[config.mk]
export PLATFORM = sky130hd
export DESIGN_NAME = pcpu_mdu
export DESIGN_NICKNAME = d
export VERILOG_FILES = /design/src/rtl/pcpu_pkg.sv /design/src/rtl/pcpu_mdu_divstep.sv /design/src/rtl/pcpu_mdu.sv
export SDC_FILE = /design/constraint.sdc
export NUM_CORES = 1
export LEC_CHECK = 0
export CAP_MARGIN = 0
export CORE_UTILIZATION = 57
export DETAILED_ROUTE_END_ITERATION = 10
export PLACE_DENSITY = 0.81
export SLEW_MARGIN = 20
export SYNTH_ARGS = -nofsm -noshare
export SYNTH_HDL_FRONTEND = slang
export SYNTH_SLANG_ARGS = --single-unit
export TNS_END_PERCENT = 1
[constraint.sdc]
create_clock -name clk -period 3.9 [get_ports clk]
set_clock_uncertainty 0.1 [all_clocks]
set_input_delay 0.78 -clock clk [delete_from_list [all_inputs] [get_ports clk]]
set_output_delay 0.78 -clock clk [all_outputs]
set_load 0.1 [all_outputs]
[src/rtl/pcpu_pkg.sv]
// Shared types for the pcpu multiply/divide unit: op encoding and FSM states.
package pcpu_pkg;

    typedef enum logic [2:0] {
        MULT  = 3'd0,
        MULTU = 3'd1,
        DIV   = 3'd2,
        DIVU  = 3'd3,
        MTHI  = 3'd4,
        MTLO  = 3'd5
    } mdu_op_t;

    typedef enum logic [1:0] {
        IDLE,
        RUN,
        FIX
    } mdu_state_t;

    function automatic logic is_signed_op(mdu_op_t op);
        return (op == MULT) || (op == DIV);
    endfunction

endpackage

[src/rtl/pcpu_mdu_divstep.sv]
// One restoring-division step: shift in the next dividend bit, subtract if it fits.
module pcpu_mdu_divstep #(
    parameter int unsigned XLEN = 32
) (
    input  logic [XLEN-1:0] rem_in,
    input  logic [XLEN-1:0] quo_in,
    input  logic [XLEN-1:0] divisor,
    output logic [XLEN-1:0] rem_out,
    output logic [XLEN-1:0] quo_out
);

    logic [XLEN:0] shifted;
    logic [XLEN:0] diff;
    logic          fits;

    always_comb begin
        shifted = {rem_in, quo_in[XLEN-1]};
        diff    = shifted - {1'b0, divisor};
        // Borrow out of the top bit means the divisor did not fit.
        fits    = ~diff[XLEN];
        rem_out = fits ? diff[XLEN-1:0] : shifted[XLEN-1:0];
        quo_out = {quo_in[XLEN-2:0], fits};
    end

endmodule

[src/rtl/pcpu_mdu.sv]
// Iterative multiply/divide unit with HI/LO registers; one result bit per RUN cycle.
// Define MDU_DIV_EN to build the divider; otherwise DIV/DIVU complete at once as no-ops.
module pcpu_mdu
    import pcpu_pkg::*;
#(
    parameter int unsigned XLEN = 32
) (
    input  logic            clk,
    input  logic            reset,
    input  logic            start_i,
    input  logic [2:0]      op_i,
    input  logic [XLEN-1:0] a_i,
    input  logic [XLEN-1:0] b_i,
    input  logic            kill_i,
    input  logic            mf_i,
    output logic            busy_o,
    output logic            done_o,
    output logic            stall_req_o,
    output logic [XLEN-1:0] hi_o,
    output logic [XLEN-1:0] lo_o
);

    localparam int unsigned       CNT_W   = $clog2(XLEN) + 1;
    localparam logic [CNT_W-1:0] CntLast = CNT_W'(XLEN - 1);

    mdu_op_t         op;
    logic            a_neg, b_neg;
    logic [XLEN-1:0] a_abs, b_abs;

    mdu_state_t      state_q, state_d;
    logic [CNT_W-1:0] cnt_q, cnt_d;
    logic [XLEN-1:0] acc_q, acc_d, q_q, q_d, b_q, b_d;
    logic [XLEN-1:0] hi_q, hi_d, lo_q, lo_d;
    logic            neg_q, neg_d, busy_q, busy_d, done_q, done_d;

    logic [XLEN:0]     mul_sum;
    logic [XLEN-1:0]   step_acc, step_q, res_hi, res_lo;
    logic [2*XLEN-1:0] prod_fix;
    logic              load_run;

    assign op    = mdu_op_t'(op_i);
    assign a_neg = is_signed_op(op) & a_i[XLEN-1];
    assign b_neg = is_signed_op(op) & b_i[XLEN-1];
    assign a_abs = a_neg ? -a_i : a_i;
    assign b_abs = b_neg ? -b_i : b_i;

`ifdef MDU_DIV_EN
    logic            is_div_q, is_div_d, neg_rem_q, neg_rem_d, div0_q, div0_d;
    logic [XLEN-1:0] div_rem, div_quo;

    pcpu_mdu_divstep #(
        .XLEN (XLEN)
    ) u_divstep (
        .rem_in  (acc_q),
        .quo_in  (q_q),
        .divisor (b_q),
        .rem_out (div_rem),
        .quo_out (div_quo)
    );
`endif

    // {acc, q} is the shared 2*XLEN shift register for product or remainder/quotient.
    always_comb begin
        mul_sum  = {1'b0, acc_q} + (q_q[0] ? {1'b0, b_q} : '0);
        step_acc = mul_sum[XLEN:1];
        step_q   = {mul_sum[0], q_q[XLEN-1:1]};
        prod_fix = neg_q ? -{acc_q, q_q} : {acc_q, q_q};
        res_hi   = prod_fix[2*XLEN-1:XLEN];
        res_lo   = prod_fix[XLEN-1:0];
`ifdef MDU_DIV_EN
        if (is_div_q) begin
            step_acc = div_rem;
            step_q   = div_quo;
            res_hi   = neg_rem_q ? -acc_q : acc_q;
            res_lo   = div0_q ? '1 : (neg_q ? -q_q : q_q);
        end
`endif
    end

    always_comb begin
        state_d  = state_q;
        cnt_d    = cnt_q;
        acc_d    = acc_q;
        q_d      = q_q;
        b_d      = b_q;
        hi_d     = hi_q;
        lo_d     = lo_q;
        neg_d    = neg_q;
        busy_d   = busy_q;
        done_d   = 1'b0;
        load_run = 1'b0;
`ifdef MDU_DIV_EN
        is_div_d  = is_div_q;
        neg_rem_d = neg_rem_q;
        div0_d    = div0_q;
`endif
        if (kill_i) begin
            state_d = IDLE;
            busy_d  = 1'b0;
        end else begin
            case (state_q)
                IDLE: begin
                    if (start_i) begin
                        case (op)
                            MULT, MULTU, DIV, DIVU: begin
`ifdef MDU_DIV_EN
                                load_run = 1'b1;
`else
                                load_run = (op == MULT) || (op == MULTU);
                                done_d   = ~load_run;
`endif
                            end
                            MTHI:    hi_d = a_i;
                            MTLO:    lo_d = a_i;
                            default: ;
                        endcase
                    end
                    if (load_run) begin
                        state_d = RUN;
                        busy_d  = 1'b1;
                        cnt_d   = '0;
                        acc_d   = '0;
                        q_d     = a_abs;
                        b_d     = b_abs;
                        neg_d   = a_neg ^ b_neg;
`ifdef MDU_DIV_EN
                        is_div_d  = (op == DIV) || (op == DIVU);
                        neg_rem_d = a_neg;
                        div0_d    = (b_i == '0);
`endif
                    end
                end
                RUN: begin
                    acc_d = step_acc;
                    q_d   = step_q;
                    cnt_d = cnt_q + CNT_W'(1);
                    if (cnt_q == CntLast) begin
                        state_d = FIX;
                    end
                end
                FIX: begin
                    hi_d    = res_hi;
                    lo_d    = res_lo;
                    state_d = IDLE;
                    busy_d  = 1'b0;
                    done_d  = 1'b1;
                    cnt_d   = '0;
                end
                default: begin
                    state_d = IDLE;
                    busy_d  = 1'b0;
                end
            endcase
        end
    end

    always_ff @(posedge clk or negedge reset) begin
        if (!reset) begin
            state_q <= IDLE;
            cnt_q   <= '0;
            acc_q   <= '0;
            q_q     <= '0;
            b_q     <= '0;
            hi_q    <= '0;
            lo_q    <= '0;
            neg_q   <= 1'b0;
            busy_q  <= 1'b0;
            done_q  <= 1'b0;
`ifdef MDU_DIV_EN
            is_div_q  <= 1'b0;
            neg_rem_q <= 1'b0;
            div0_q    <= 1'b0;
`endif
        end else begin
            state_q <= state_d;
            cnt_q   <= cnt_d;
            acc_q   <= acc_d;
            q_q     <= q_d;
            b_q     <= b_d;
            hi_q    <= hi_d;
            lo_q    <= lo_d;
            neg_q   <= neg_d;
            busy_q  <= busy_d;
            done_q  <= done_d;
`ifdef MDU_DIV_EN
            is_div_q  <= is_div_d;
            neg_rem_q <= neg_rem_d;
            div0_q    <= div0_d;
`endif
        end
    end

    assign busy_o      = busy_q;
    assign done_o      = done_q;
    assign hi_o        = hi_q;
    assign lo_o        = lo_q;
    assign stall_req_o = busy_q & (start_i | mf_i);

endmodule

==> results by group <==
Placed design
  – Gpl congestion: 0.971
  – DP Worst Slack: 513 ps
  – Detailed placement HPWL: 27,300 µm
  – Port Buffers: 138

Run status
  – Status: finished clean

Yosys
  – Synth top area cells: dfrtp_1 (37%), o21ai_0 (7.5%), nand2_1 (7.2%)
  – Cell Area, Synth: 11,700 µm²
  – Mapped Nets: 1,554
  – Cells after synthesis: 1,445
  – #FFs+latches synth: 171
  – Ys flop type: dfrtp_1
  – Seq/Total Area, Yosys: 0.366
  – Area leader, netlist: dfrtp_1
  – Syn. warnings: 0
  – Netlist cell types: 65
  – Commonest cells post-synth: nand2_1 (223), o21ai_0 (176), dfrtp_1 (171)
  – Synth top area share: 0.366
  – Number of synthesized flops with an enable pin: 0
  – Post-synth ARST share: 1.00
  – Avg Inst Size Synth: 8.10 µm²
  – Top-count cell post-synth: nand2_1

Global route
  – Vias in the first global route: 10,800
  – Grt total ovfl: 0
  – Largest net degree at the start of global routing: 68
  – First-pass GRT wire length: 57,900 µm
  – GR Util All Layers: 0.350
  – Initial antenna violation count: 0

Power and ir drop
  – P_leak: 5.81 nW
  – Overall Power: 8.60 mW
  – Power density cells: 614 nW/µm²
  – Peak supply drop: 0.320 mV

Die
  – Boundary pin count: 139
  – Die ar.: 21,100 µm²
  – Core region area: 20,200 µm²
  – Num rows: 52
  – Die Width: 145 µm
  – Chip height: 145 µm
  – Starting Density: 0.580

Routing
  – Pre-antenna DRT Iters: 6
  – DRC viols: 0
  – Final wirelength: 36,100 µm
  – Detailed Route Iter0 Violations: 1,009
  – Drt wl/cell: 19.7 µm
  – Via Count: 11,500
  – Routed Antenna Nets: 0
  – Via density: 6.27

Critical path
  – CP required: 4120 ps
  – Worst-path fanout max: 30
  – CP arrival: 3670 ps
  – CP dominant cell by count: a21oi_1
  – Critical-path top delay cell: or4b_2
  – Critical path startpoint category: flip-flop
  – Crit path largest cell delay: 680 ps
  – CP top delay family: simple AND/OR/NAND/NOR gates
  – WS Path Type: flip-flop to flip-flop
  – Endpoint type of the worst setup path: flip-flop
  – Crit-path cells: buf_4, and2_1, ha_1, a21oi_1, o21ai_0, nor2_1, or4b_2, a21oi_1, mux2i_1, nand2_1
  – Buffers plus inverters on the worst setup path: 1

Final layout
  – Nets: 1,657
  – Layout cells sized above 1: 0.0557
  – Area Growth Syn to Fin: 19.6%
  – Ant diodes: 0

Clock tree
  – CTS tree: done
  – Hold buffers post-CTS: 0
  – CTS H-tree lvls: 4
  – Max Buffers Root-to-Sink: 2
  – Clk pin slew, worst setup/hold paths: 60 ps
  – CTS Sinks: 171
  – Clock root cell: clkbuf_16
  – Worst skew pair latency: 440 ps
  – Setup Fix Bufs, Post-CTS: 0
  – Post-CTS Resized: 0
  – Num CTS Buffers: 17

Run
  – Max_cap viols: 0

Timing
  – Fin Setup TNS: 0 ps
  – Fin. max-slew vios: 0
  – Actual slew at the worst max-slew pin: 1060 ps
  – Final hold vios: 0
  – RSZ-0062 raised after global routing: false
  – F_max: 0.290 GHz
  – Post-layout minimum cycle time: 3450 ps
  – Final period utilization: 0.884
  – Setup Viol. Count Final: 0
  – Relative slew slack: 0.290
  – Fin worst setup slack: 452 ps
  – Final hold slack: 185 ps

Worst hold path
  – Hold Path Class: input pin to async pin
## cells in the final DEF, fill, tap and decap left out, types with 13 or more instances in the layout
cell type	count
a21oi_1	113
a31oi_1	18
and2_1	38
buf_4	28
clkbuf_16	17
clkdlybuf4s50_1	136
dfrtp_1	170
ha_1	36
inv_1	24
nand2_1	222
nand3_1	19
nor2_1	118
nor3_1	24
o21ai_0	176
o221ai_1	15
o31ai_1	40
or3_1	17
or4_1	13
xnor2_1	63
xor2_1	74
## worst paths after layout
| check | slack (ps) | endpoint | startpoint | cells past startpoint |
|---|---|---|---|---|
| max | 450 | acc_q[29] | q_q[0] | 10 |
| min | 180 | q_q[3] | reset | 1 |
| max reg2reg | 450 | acc_q[29] | q_q[0] | 10 |
| min reg2reg | 370 | b_q[22] | b_q[22] | 2 |
| max in group asynchronous | 2710 | b_q[11] | reset | 2 |
| min in group clk | 370 | b_q[22] | b_q[22] | 2 |
## state kept, by name, summed over array words and instances (netlist names), 2 cells and up
name,count
state_q,2
cnt_q,6
b_q,32
hi_o,32
q_q,32
acc_q,32
lo_o,32
## cells by family (layout without fill, tap and decap cells)
| logic type | count (synthesis) | in the layout | share of synthesized area |
|---|---|---|---|
| xor+xnor | 137 | 137 | 0.103 |
| simple gates | 533 | 533 | 0.215 |
| buf+inv | 107 | 223 | 0.0343 |
| flops | 171 | 171 | 0.366 |
| fa+ha+maj | 37 | 37 | 0.0402 |
| compound gates | 445 | 445 | 0.229 |
| mux | 15 | 15 | 0.0134 |
## routing by layer
layer / track usage / routed length, µm / vias to the layer above
met1: 0.451 / 14300 / 5375
met3: 0.0472 / 2980 / 148
met5: 0 / 0 / -
met4: 0.215 / 2360 / 0
li1: - / - / 5347
met2: 0.561 / 16400 / 611
## power by group
part	leakage (nW)	switching (mW)	internal (mW)	total, mW
clock network	0.291	0.706	1.08	1.78
registers	2.17	0.655	2.22	2.88
logic	3.35	2.65	1.29	3.94
## per-stage QoR
stage,cell area (µm²),std cells,util
after floorplan,11700,1445,-
after global placement,13400,1799,0.664
after detailed placement,13400,1799,0.664
after CTS,14000,1831,0.694
after global routing,14000,1831,0.694
final,14000,1831,0.694
## layout make-up
| type | instances | area, µm² |
|---|---|---|
| clock inverter | 6 | 110 |
| inverter | 24 | 90.1 |
| multi-input combinational | 1167 | 7050 |
| tap | 270 | 338 |
| fill | 1664 | 6170 |
| sequential | 171 | 4280 |
| clock buffer | 26 | 499 |
| timing repair buffer | 167 | 1620 |
No activity file was read; power rests on OpenSTA's default activity.
==> RTL edit 1: new RTL, same settings <==
Add a define of `MDU_DIV_EN`.
--- a/src/rtl/pcpu_mdu.sv
+++ b/src/rtl/pcpu_mdu.sv
@@ -2,2 +2,4 @@
 // Define MDU_DIV_EN to build the divider; otherwise DIV/DIVU complete at once as no-ops.
+`define MDU_DIV_EN
+
 module pcpu_mdu
Behaviour: not the same (Yosys sat finds a counterexample within 4 cycles, from zero or initial values and one cycle with reset low).
==> RTL edit 1 against the original RTL <==
- largest cell class unchanged
- hold slack gained 0.064 ns
- synthesized area increased by 25%
- via count is 29% higher
- critical path depth decreased by 2
- sequential cell count up 3
- critical path type unchanged
- fmax down 6.3%
- count of clock-buffer cells in the layout down 9
- worst setup slack got worse by 0.23 ns
- cell area is 23% higher
- wire length increased by 25%
Power is not compared: it rests on default switching activity, and its combinational part moved more than twofold at a synthesized area within 25%.
==> RTL edit 1: results (changes against the original RTL) <==
outcome=finished, final reports clean (unchanged); largest net degree at the start of global routing=67 (was 68); WL/cell=19.23 um (was 19.73 um); Nets=2,139 (was 1,657); synthesized instance count=1,871 (was 1,445); xor/xnor cell area share of the yosys netlist=10.45% (was 10.25%); gpl congestion=1.008 (was 0.9708); largest cells by area after synthesis=dfrtp_1, o21ai_0, xnor2_1 (was dfrtp_1, o21ai_0, nand2_1); R2R Setup Slk=0.22 ns (was 0.45 ns); placed inst area=16,580 sq um (was 13,390 sq um); post-synthesis compound-gate area fraction=24.66% (was 22.87%); WHS=0.2490 ns (was 0.1848 ns); number of global-route vias before repair=14,030 (was 10,790); Worst slew margin=28.12% (was 28.99%); Distinct cells, synth=82 (was 65); Worst EP arrival=3.90 ns (was 3.67 ns); Post-synth top cells=nand2_1, o21ai_0, dfrtp_1, nor2_1, a21oi_1 (unchanged); initial detailed-routing violation count=1,505 (was 1,009); max incr delay on CP=0.58 ns (was 0.68 ns); CP max stage cell=or4_4 (was or4b_2); FILL cells=2,115 (was 1,664); Worst R2R End=hi_o[2] (was acc_q[29]); Seq/Total Area, Yosys=29.86% (was 36.57%); number of vias per cell=6.331 (was 6.270); fin util=68.46% (was 69.39%); Clock transition at path regs=0.08 ns (was 0.06 ns); pre-CTS WS=0.06961 ns (was 0.5131 ns); CP Class=register to register (unchanged); Inst Count DP=2,307 (was 1,799); global-route wire length before repair=72,530 um (was 57,950 um); Worst Path Max Fanout=12 (was 30); vias=14,810 (was 11,480); Adder-Cell Fraction of Synth Area=6.196% (was 4.021%); Post-Syn Nets=2,014 (was 1,554); total track usage=34.64% (was 35.02%); FF-to-FF Start=q_q[14] (was q_q[0]); drt first pass iters=8 (was 6); Tcrit/Tclk final=94.34% (was 88.40%); HPWL Detailed=34,140 um (was 27,340 um); share of cells above drive strength 1=7.218% (was 5.573%)
## RTL edit 1: layout make-up
| class | instances | share of cell area [%] |
|---|---|---|
| Sequential cell | 174 | 25.34 |
| Timing Repair Buffer | 211 | 11.58 |
| Inverter | 71 | 1.550 |
| Clock inverter | 15 | 0.9754 |
| Clock buffer | 17 | 2.475 |
| Multi-Input combinational cell | 1521 | 55.68 |
| Tap cell | 330 | 2.402 |
## RTL edit 1: worst min path at each step
stage | start | to | cells after the start
3_3_place_gp | lo_o[29] | lo_o[29] | 1
3_5_place_dp | lo_o[29] | lo_o[29] | 1
6_report | reset | acc_q[0] | 1
2_1_floorplan | b_q[10] | b_q[10] | 2
4_1_cts | reset | hi_o[2] | 1
5_1_grt | reset | acc_q[0] | 1
## RTL edit 1: metal layers
metal	part of all wire, %	vias to the layer above	global-route usage, %
li1	-	6979	-
met1	41	6956	45.38
met2	48	744	58.99
met3	8.0	129	3.396
met4	3.5	0	13.29
met5	0	-	0
==> RTL edit 2: new RTL, same settings <==
Without the edit above. Encoding of `mdu_state_t`: now one-hot (3 bits for 3 states).
--- a/src/rtl/pcpu_pkg.sv
+++ b/src/rtl/pcpu_pkg.sv
@@ -12,6 +12,6 @@
 
-    typedef enum logic [1:0] {
-        IDLE,
-        RUN,
-        FIX
+    typedef enum logic [2:0] {
+        IDLE = 3'b001,
+        RUN  = 3'b010,
+        FIX  = 3'b100
     } mdu_state_t;
Formal check against the unedited RTL: no difference found for any inputs over 4 cycles, from zero or initial values and one cycle with reset low; so few cycles prove little.
==> RTL edit 2 against the original RTL <==
- cell area grew 1.0%
- total power fell by 19%
- first-iteration DRC count down 12%
- largest power group unchanged
- critical path type unchanged
- via count down 0.24%
- critical path depth is the same
- combinational power is 29% lower
- hold slack worse by 0.080 ns
- sequential cell count up 1
- largest cell class unchanged
- synthesized area is 0.74% higher
- worst setup slack worse by 0.22 ns
- non-clock buffer count is 12 higher
- wire length shrank 2.0%
==> RTL edit 2: results (changes against the original RTL) <==
Seq/Total Area, Yosys=36.52% (was 36.57%); Power Internal=3.891 mW (was 4.587 mW); Post-synth top cells=nand2_1, o21ai_0, dfrtp_1, nor2_1, a21oi_1 (unchanged); clk buf depth=2 (unchanged); CTS H-tree depth=4 (unchanged); max incr delay on CP=0.65 ns (was 0.68 ns); final hold vios=0 (unchanged); post-CTS sizing=0 (unchanged); largest cells by area after synthesis=dfrtp_1, o21ai_0, nand2_1 (unchanged); Worst Path Max Fanout=23 (was 30); Post-Syn Nets=1,556 (was 1,554); drt first pass iters=5 (was 6); largest net degree at the start of global routing=98 (was 68); CP max stage cell=a2111oi_0 (was or4b_2); Clock transition at path regs=0.07 ns; HP Class=input port to async pin (unchanged); initial antenna violation count=0 (unchanged); Antenna Diode Count=0 (unchanged); global-route wire length before repair=57,060 um (was 57,950 um); Nets=1,667 (was 1,657); HPWL Detailed=26,510 um (was 27,340 um); placed inst area=13,540 sq um (was 13,390 sq um); IO buf count=138 (unchanged); Worst slew margin=32.31% (was 28.99%); worst vdd ir=0.3752 mV (was 0.3200 mV); share of cells above drive strength 1=6.365% (was 5.573%); Routed WL=35,410 um (was 36,120 um); gpl congestion=0.9718 (was 0.9708); Worst-Skew Late Latency=0.44 ns (about the same); number of vias per cell=6.221 (was 6.270); post-CTS setup buffer count=0 (unchanged); initial detailed-routing violation count=883 (was 1,009); Crit path max-delay family=compound AO/OA/AOI/OAI gates (was simple AND/OR/NAND/NOR gates); yosys warns=0 (unchanged); outcome=finished, final reports clean (unchanged); Distinct cells, synth=68 (was 65); number of global-route vias before repair=10,940 (was 10,790); CTS root buf=clkbuf_16 (unchanged); async set-or-reset flop fraction in the synthesized netlist=100.0% (unchanged); leakage=6.003 nW (was 5.810 nW); total track usage=34.08% (was 35.02%); total CTS buffers=17 (unchanged); primary flip-flop cell chosen by synthesis mapping=dfrtp_1 (unchanged); Worst EP arrival=3.89 ns (was 3.67 ns)
-- RTL edit 2: changes by cell type after synthesis, sizes merged, moves of 7 or more --
| cell | delta |
|---|---|
| nor2 | -27 |
| nand4 | +9 |
| xnor2 | -8 |
| nand3 | +16 |
| a21oi | -26 |
| clkbuf | +9 |
| and3 | +7 |
| nor2b | -8 |
-- RTL edit 2: final cells by class --
| cell class | count | area (sq um) |
|---|---|---|
| Sequential cell | 172 | 4307 |
| Multi-Input combinational cell | 1163 | 7087 |
| Tap cell | 270 | 337.8 |
| Timing Repair Buffer | 179 | 1713 |
| Clock inverter | 12 | 152.6 |
| Inverter | 25 | 93.84 |
| Clock buffer | 20 | 446.7 |
| Fill cell | 1671 | 6097 |
-- RTL edit 2: power by group through the flow --
stage | clock [mW] | sequential, mW | combinational (mW)
floorplan | 0 | 3.46 | 0.922
global placement | 0 | 2.43 | 2.74
detailed placement | 0 | 2.44 | 2.77
CTS | 1.77 | 2.40 | 2.78
global route | 1.83 | 2.45 | 2.95
finish | 1.76 | 2.41 | 2.78
-- RTL edit 2: per-stage QoR --
stage	power (mW)	setup WS (ns)	cells	util [%]
floorplan	4.380	0.5398	1447	-
global placement	5.164	0.3932	1809	66.91
detailed placement	5.207	0.2978	1809	66.91
CTS	6.950	0.2711	1841	69.87
global route	7.228	0.01822	1841	69.87
finish	6.953	0.2370	1841	69.87
-- RTL edit 2: worst reg2reg max path: stages, from the launching register on --
cell	delay, ns
dfrtp_1	0.47
buf_4	0.26
and2_1	0.17
ha_1	0.37
a21o_1	0.14
a31oi_1	0.12
a211o_1	0.34
a2111o_1	0.48
a2111oi_0	0.65
o41ai_1	0.17
a32o_1	0.28
-- RTL edit 2: worst paths after layout --
| check | to | slack (ns) | startpoint | cells past startpoint |
|---|---|---|---|---|
| worst max-delay path | acc_q[29] | 0.24 | q_q[0] | 10 |
| worst min-delay path | lo_o[14] | 0.10 | reset | 1 |
| worst max register to register | acc_q[29] | 0.24 | q_q[0] | 10 |
| worst min register to register | b_q[26] | 0.37 | b_q[26] | 2 |
| max in group asynchronous | q_q[12] | 2.70 | reset | 2 |
| min in group clk | b_q[26] | 0.37 | b_q[26] | 2 |
-- RTL edit 2: logic make-up (layout without fill, tap and decap cells) --
family / count (synthesis) / after routing / synth area share [%]
DFF: 172 / 172 / 36.52
buffers and inverters: 112 / 236 / 3.577
muxes: 15 / 15 / 1.306
AOI/OAI and AO/OA: 436 / 436 / 22.60
adders and majority gates: 37 / 37 / 3.991
xor gates and xnor gates: 135 / 135 / 10.03
and+or+nand+nor: 540 / 540 / 21.97
-- RTL edit 2: layer usage --
metal,share of wire (%),global-route usage (%),vias up
met5,0,0,-
met3,6.1,4.890,116
met1,42,43.60,5401
met2,47,55.45,510
met4,5.2,19.42,0
li1,-,-,5426
